===== src/rtl/instr_fetch_if.sv =====
// Host/processor-side bus of the instruction fetch sequencer: program load,
// run control, and the issue stream toward the Processor core.
interface instr_fetch_if #(
  parameter int AW = 4
);
  logic          prog_we;
  logic [AW-1:0] prog_addr;
  logic [7:0]    prog_instr;
  logic [7:0]    prog_data;
  logic          start;
  logic          stall;
  logic [7:0]    instruction;
  logic [7:0]    dataIn;
  logic [AW-1:0] pc;
  logic          issue_valid;
  logic          busy;
  logic          done;

  modport master (
    output prog_we, prog_addr, prog_instr, prog_data, start, stall,
    input  instruction, dataIn, pc, issue_valid, busy, done
  );

  modport slave (
    input  prog_we, prog_addr, prog_instr, prog_data, start, stall,
    output instruction, dataIn, pc, issue_valid, busy, done
  );
endinterface


===== src/rtl/instr_fetch_seq.sv =====
// Instruction sequencer: walks a small program memory and issues one
// instruction/operand pair to the Processor per FETCH/ISSUE round trip.
module instr_fetch_seq #(
  parameter int         DEPTH   = 16,
  parameter int         AW      = 4,
  parameter logic [3:0] HALT_OP = 4'hF
) (
  input logic         clk,
  input logic         rst,
  instr_fetch_if.slave bus
);

  localparam logic [1:0] ST_IDLE  = 2'd0;
  localparam logic [1:0] ST_FETCH = 2'd1;
  localparam logic [1:0] ST_ISSUE = 2'd2;
  localparam logic [1:0] ST_HALT  = 2'd3;

  localparam logic [AW-1:0] LAST_PC = AW'(DEPTH - 1);

  logic [15:0]   mem [DEPTH];
  logic [1:0]    state;
  logic [AW-1:0] pc_r;
  logic [15:0]   rdata_p0;
  logic [7:0]    instr_p1;
  logic [7:0]    data_p1;
  logic          vld_p1;
  logic          can_load;

  // Program loading is only allowed while nothing is being sequenced.
  assign can_load = (state == ST_IDLE) || (state == ST_HALT);

  // Stage 0: program memory write port and registered read of mem[pc]
  always_ff @(posedge clk) begin
    if (bus.prog_we && can_load) begin
      mem[bus.prog_addr] <= {bus.prog_instr, bus.prog_data};
    end
    if (state == ST_FETCH) begin
      rdata_p0 <= mem[pc_r];
    end
  end

  // Stage 1: sequencing and issue registers
  always_ff @(posedge clk) begin
    if (rst) begin
      state    <= ST_IDLE;
      pc_r     <= '0;
      vld_p1   <= 1'b0;
      instr_p1 <= 8'h00;
      data_p1  <= 8'h00;
    end else begin
      vld_p1 <= 1'b0;
      case (state)
        ST_IDLE, ST_HALT: begin
          // A same-cycle program write takes priority over start.
          if (bus.start && !bus.prog_we) begin
            pc_r  <= '0;
            state <= ST_FETCH;
          end
        end
        ST_FETCH: state <= ST_ISSUE;
        ST_ISSUE: begin
          if (rdata_p0[15:12] == HALT_OP) begin
            state <= ST_HALT;
          end else if (!bus.stall) begin
            vld_p1   <= 1'b1;
            instr_p1 <= rdata_p0[15:8];
            data_p1  <= rdata_p0[7:0];
            if (pc_r == LAST_PC) begin
              state <= ST_HALT;
            end else begin
              pc_r  <= pc_r + AW'(1);
              state <= ST_FETCH;
            end
          end
        end
        default: state <= ST_IDLE;
      endcase
    end
  end

  assign bus.instruction = instr_p1;
  assign bus.dataIn      = data_p1;
  assign bus.pc          = pc_r;
  assign bus.issue_valid = vld_p1;
  assign bus.busy        = (state == ST_FETCH) || (state == ST_ISSUE);
  assign bus.done        = (state == ST_HALT);

endmodule

===== src/flat_wrapper.sv =====
// flat-port wrapper written by rule: the top's interface ports become plain ports
module instr_fetch_seq_flat 
#(
  parameter int         DEPTH   = 16,
  parameter int         AW      = 4,
  parameter logic [3:0] HALT_OP = 4'hF
)
  (clk, rst, bus_prog_we, bus_prog_addr, bus_prog_instr, bus_prog_data, bus_start, bus_stall, bus_instruction, bus_dataIn, bus_pc, bus_issue_valid, bus_busy, bus_done);
  instr_fetch_if #(.AW(AW)) bus_i ();
  input logic clk;
  input logic rst;
  input wire logic [$bits(bus_i.prog_we)-1:0] bus_prog_we;
  input wire logic [$bits(bus_i.prog_addr)-1:0] bus_prog_addr;
  input wire logic [$bits(bus_i.prog_instr)-1:0] bus_prog_instr;
  input wire logic [$bits(bus_i.prog_data)-1:0] bus_prog_data;
  input wire logic [$bits(bus_i.start)-1:0] bus_start;
  input wire logic [$bits(bus_i.stall)-1:0] bus_stall;
  output wire logic [$bits(bus_i.instruction)-1:0] bus_instruction;
  output wire logic [$bits(bus_i.dataIn)-1:0] bus_dataIn;
  output wire logic [$bits(bus_i.pc)-1:0] bus_pc;
  output wire logic [$bits(bus_i.issue_valid)-1:0] bus_issue_valid;
  output wire logic [$bits(bus_i.busy)-1:0] bus_busy;
  output wire logic [$bits(bus_i.done)-1:0] bus_done;
  assign bus_i.prog_we = bus_prog_we;
  assign bus_i.prog_addr = bus_prog_addr;
  assign bus_i.prog_instr = bus_prog_instr;
  assign bus_i.prog_data = bus_prog_data;
  assign bus_i.start = bus_start;
  assign bus_i.stall = bus_stall;
  assign bus_instruction = bus_i.instruction;
  assign bus_dataIn = bus_i.dataIn;
  assign bus_pc = bus_i.pc;
  assign bus_issue_valid = bus_i.issue_valid;
  assign bus_busy = bus_i.busy;
  assign bus_done = bus_i.done;
  instr_fetch_seq #(.DEPTH(DEPTH), .AW(AW), .HALT_OP(HALT_OP)) u_core (.clk(clk), .rst(rst), .bus(bus_i));
endmodule

===== config.mk =====
export PLATFORM = sky130hd
export DESIGN_NAME = instr_fetch_seq_flat
export DESIGN_NICKNAME = d
export VERILOG_FILES = /design/src/rtl/instr_fetch_if.sv /design/src/rtl/instr_fetch_seq.sv /design/src/flat_wrapper.sv
export SDC_FILE = /design/constraint.sdc
export NUM_CORES = 1
export LEC_CHECK = 0
export BUFFER_PORTS_ARGS = -buffer_cell sky130_fd_sc_hd__buf_2
export CAP_MARGIN = 20
export CORE_ASPECT_RATIO = 1.5
export CORE_MARGIN = 5
export CORE_UTILIZATION = 30
export CTS_CLUSTER_SIZE = 30
export DETAILED_ROUTE_END_ITERATION = 8
export PLACE_DENSITY = 0.54
export SYNTH_ARGS = -nofsm -noshare
export SYNTH_HDL_FRONTEND = slang
export SYNTH_SLANG_ARGS = --single-unit

===== constraint.sdc =====
create_clock -name clk -period 4.89 [get_ports clk]
set_clock_uncertainty 0.2 [all_clocks]
set_input_delay 0.978 -clock clk [delete_from_list [all_inputs] [get_ports clk]]
set_output_delay 0.978 -clock clk [all_outputs]
set_load 0.005 [all_outputs]

==> reports/results.txt <==
The count of standard-cell rows is 86, and the peak fanout along the critical path is 44. Cells with a size suffix above 1 make up 28.64% of the layout. The first global-routing pass estimated 34700 µm of wire. IR analysis of the VDD net gives a maximum drop of 0.2231 mV. The number of antenna violations at the first check in global routing is 4, and the delay of the slowest cell on the worst path is 0.89 ns. Sorting the synthesized cells by area gives the leading types as sky130_fd_sc_hd__edfxtp_1 (73%), sky130_fd_sc_hd__mux4_2 (13%), sky130_fd_sc_hd__dfxtp_1 (4.1%), sky130_fd_sc_hd__a22oi_1 (2.2%), sky130_fd_sc_hd__nand2_1 (1.6%).

The flip-flop and latch count after synthesis was 295; the share of flip-flops with an asynchronous set or reset was 0%. The startpoint identified for the worst hold timing path is u_core.bus.instruction[0]. The tools report the total grt overflow as 0. The tree is rooted in a sky130_fd_sc_hd__clkbuf_16. The most common cell in the netlist is sky130_fd_sc_hd__edfxtp_1. The tools report the core area as 36690 µm². For this run, global-route usage on met1 was measured as 13.65%. The overall via count from detail_route was 5321.

TritonCTS built the clock tree. Broken down by cell family, the worst path's largest delay share belongs to flip-flops. Dividing the detail-routed wire length by the instance count gives 20.65 µm. For this run, the number of Yosys warnings is 0. The die area was 41180 µm². The tools report the data required time of the worst path as 4.97 ns. The area growth from synthesis to layout is 15.85%, and the detailed router's first-iteration violation count is 435. For the multi-input combinational cell area, the log shows 2409 µm².

Setup repair after global routing left no endpoint under its margin. The data arrival time of the worst path is 3.03 ns, and the met2 layer usage reported by global route is 19.36%. Clock latency on the worst-skew pair, taken at its later pin, is 0.54 ns.

Across every metal layer, demand over resource in global routing totals 11.07%. The commonest cells after synthesis are sky130_fd_sc_hd__edfxtp_1 (272), sky130_fd_sc_hd__mux4_2 (64), sky130_fd_sc_hd__nand2_1 (47), sky130_fd_sc_hd__a22oi_1 (33). Setup-violating endpoint count in the final report: 0. The tightest min-delay check is of the reg2reg type. The largest individual stage delay along the critical path comes from the cell sky130_fd_sc_hd__dfxtp_4. The worst setup path is of the reg2reg kind. The clock sink total is 295, and the clock slew at the register clock pins of the worst setup and hold paths is 0.07 ns.

Timing would allow up to 338.9 MHz. For this configuration, the core starts out at a cell density of 30.37%. The worst path needs 2.950 ns of the cycle, external delays included.

Cell area after placement: 11980 µm². Startpoint of the most critical register-to-register path: u_core.bus.pc[0]. The synthesized design contains 272 enable-type register cells. The number of nets handed over by synthesis was 584. Entering global routing, the biggest net connects 45 pins.

Tracing the worst setup path back leads to its startpoint at u_core.bus.pc[0]. Yosys mapped the design onto 34 distinct sky130hd cell types. The net count of the finished layout was 644. For this run, the number of standard cells in the final layout without fillers is 1118. In this run, CTS created clock tree buffers numbering 27. The clock passes through at most 3 buffers. The sum of buffers and inverters on the critical path was 1; the max-capacitance violation count was 0.

The most used flip-flop cell after synthesis is sky130_fd_sc_hd__edfxtp_1. Portion of synthesized cell area occupied by the leading cell type: 73.29%. Gates resized during post-CTS repair numbered 0. The vias per cell came out at 4.759. The mapped cell area is 11140 µm², and the share of synthesized area occupied by flip-flops and latches is 77.42%. In this run the most used layer during global routing was met2.

The type of destination of the critical path is a flip-flop. 48 I/O pins were placed. The sequential cells in the finished layout cover a total of 8633 µm². The share of the cycle needed by the critical path after routing came out at 60.33%. The final max-slew violation count was 0.

The total power divided by cell area was 409.1 nW/µm²; the number of placed instances with taps included was 1067. Global routing consumed, on the met3 layer, 2.472% of the routing resources. The flow ran to the end, and the final reports show no timing, DRC or antenna violations. In this run the static leakage power is 0.004022 µW. Summed over all layers, the routed wires come to 23090 µm.

The height of the chip came out at 246.1 µm. The worst setup path is launched from a flip-flop. The logs give 0 for the number of setup buffers added after CTS and 14740 µm for the post-detailed-placement half-perimeter wirelength.

The logs give 0 for the number of antenna-violating nets in the routed design and 0 for the number of failing hold endpoints at the final stage. The final design instance area without fill was 12910 µm²; the count of TritonRoute iterations in the first routing pass was 4. For the number of standard cells after synthesis, the log shows 555. The via count of the first global-routing pass was 5637; the die width was 167.4 µm. The port buffer count was 47; the synthesized area divided by synthesized cell count was 20.08 µm². For the H-tree depth, the log shows 1. The worst pin sits at a relative slew slack of 26.21%. For the pin with the worst max-slew slack, the measured transition is 1.106 ns. Summed over all instances, the cell type with the most area after synthesis is sky130_fd_sc_hd__edfxtp_1. After detailed routing, the number of remaining DRC violations is 0. In this run, post-CTS hold repair placed 0 buffers.

Counting the fill cells in the layout gives 3365. Walking the worst path, the cells encountered are buf_4 -> mux4_2 -> a22oi_1 -> nand2_1. The congestion estimate from routability-driven global placement came to 0.7832. For the final routed database, the setup TNS stands at 0 ns. The run gives 5281 µW as the power after layout.
logic make-up after synthesis:
kind of cell	after synthesis	synth area share (%)
DFF	295	77.42
buffers and inverters	31	1.415
adders and majority gates	4	0.4491
AOI/OAI and AO/OA	61	3.626
and+or+nand+nor	100	4.154
muxes	64	12.93
placed cells by master, fill, tap and decap left out, types with 2 or more instances in the layout:
master,instances
sky130_fd_sc_hd__a211oi_1,3
sky130_fd_sc_hd__a21oi_1,18
sky130_fd_sc_hd__a22oi_1,33
sky130_fd_sc_hd__a31oi_1,2
sky130_fd_sc_hd__buf_2,47
sky130_fd_sc_hd__buf_4,7
sky130_fd_sc_hd__buf_6,2
sky130_fd_sc_hd__buf_8,2
sky130_fd_sc_hd__bufinv_16,5
sky130_fd_sc_hd__clkbuf_1,2
sky130_fd_sc_hd__clkbuf_16,27
sky130_fd_sc_hd__clkinv_1,7
sky130_fd_sc_hd__clkinv_2,4
sky130_fd_sc_hd__dfxtp_1,21
sky130_fd_sc_hd__diode_2,2
sky130_fd_sc_hd__edfxtp_1,272
sky130_fd_sc_hd__ha_1,4
sky130_fd_sc_hd__inv_1,3
sky130_fd_sc_hd__mux4_2,64
sky130_fd_sc_hd__nand2_1,47
sky130_fd_sc_hd__nand2b_1,4
sky130_fd_sc_hd__nand4_1,2
sky130_fd_sc_hd__nand4b_1,3
sky130_fd_sc_hd__nor2_1,11
sky130_fd_sc_hd__nor2_2,13
sky130_fd_sc_hd__nor2b_1,2
sky130_fd_sc_hd__nor3_1,5
sky130_fd_sc_hd__nor3_2,4
sky130_fd_sc_hd__o21ai_0,3
power breakdown:
| group | switching (µW) | total (µW) | internal [µW] | leakage (µW) |
|---|---|---|---|---|
| clock | 867 | 2130 | 1260 | 0.000433 |
| combinational | 171 | 265 | 93.5 | 0.000943 |
| sequential | 44.4 | 2890 | 2840 | 0.00265 |
final timing paths:
kind	endpoint	slack, ns	cells past startpoint
worst max-delay path	u_core.rdata_p0[6]	1.94	4
worst max register to register	u_core.rdata_p0[6]	1.94	4
worst min-delay path	u_core.bus.instruction[0]	0.26	2
worst min register to register	u_core.bus.instruction[0]	0.26	2
through the flow:
step	setup WS (ns)	utilization, %	hold WS [ns]
4_1_cts	1.821	35.06	0.2593
5_1_grt	1.639	35.18	0.2820
3_3_place_gp	1.625	32.59	0.2501
2_1_floorplan	1.736	-	0.2527
3_5_place_dp	1.847	32.64	0.2502
6_report	1.940	35.19	0.2554
layout make-up:
type	instances	area share, %
sequential	295	66.87
multi-input combinational	229	18.65
clock buffer	29	5.291
tap	484	4.690
timing repair buffer	59	2.791
clock inverter	17	1.580
inverter	3	0.08722
antenna	2	0.03876
tightest hold or removal path: stages, from the launching register on:
cell,delay [ns]
sky130_fd_sc_hd__dfxtp_1,0.31
sky130_fd_sc_hd__nand2_1,0.05
sky130_fd_sc_hd__a21oi_1,0.05
flip-flops by register name (all words and copies together), names as in the netlist:
| name | count |
|---|---|
| u_core.mem | 256 |
| u_core.rdata_p0 | 16 |
| u_core.bus.dataIn | 8 |
| u_core.bus.instruction | 8 |
| u_core.bus.pc | 4 |
| u_core.state | 2 |
| u_core.bus.issue_valid | 1 |
layer usage:
metal	share of wire, %	routed length [µm]	up-vias
met2	52	12040	127
met1	39	9108	2769
li1	-	-	2380
met5	0.12	27	-
met3	6.0	1392	41
met4	2.3	520	4
Power figures use the tool's default switching activity.
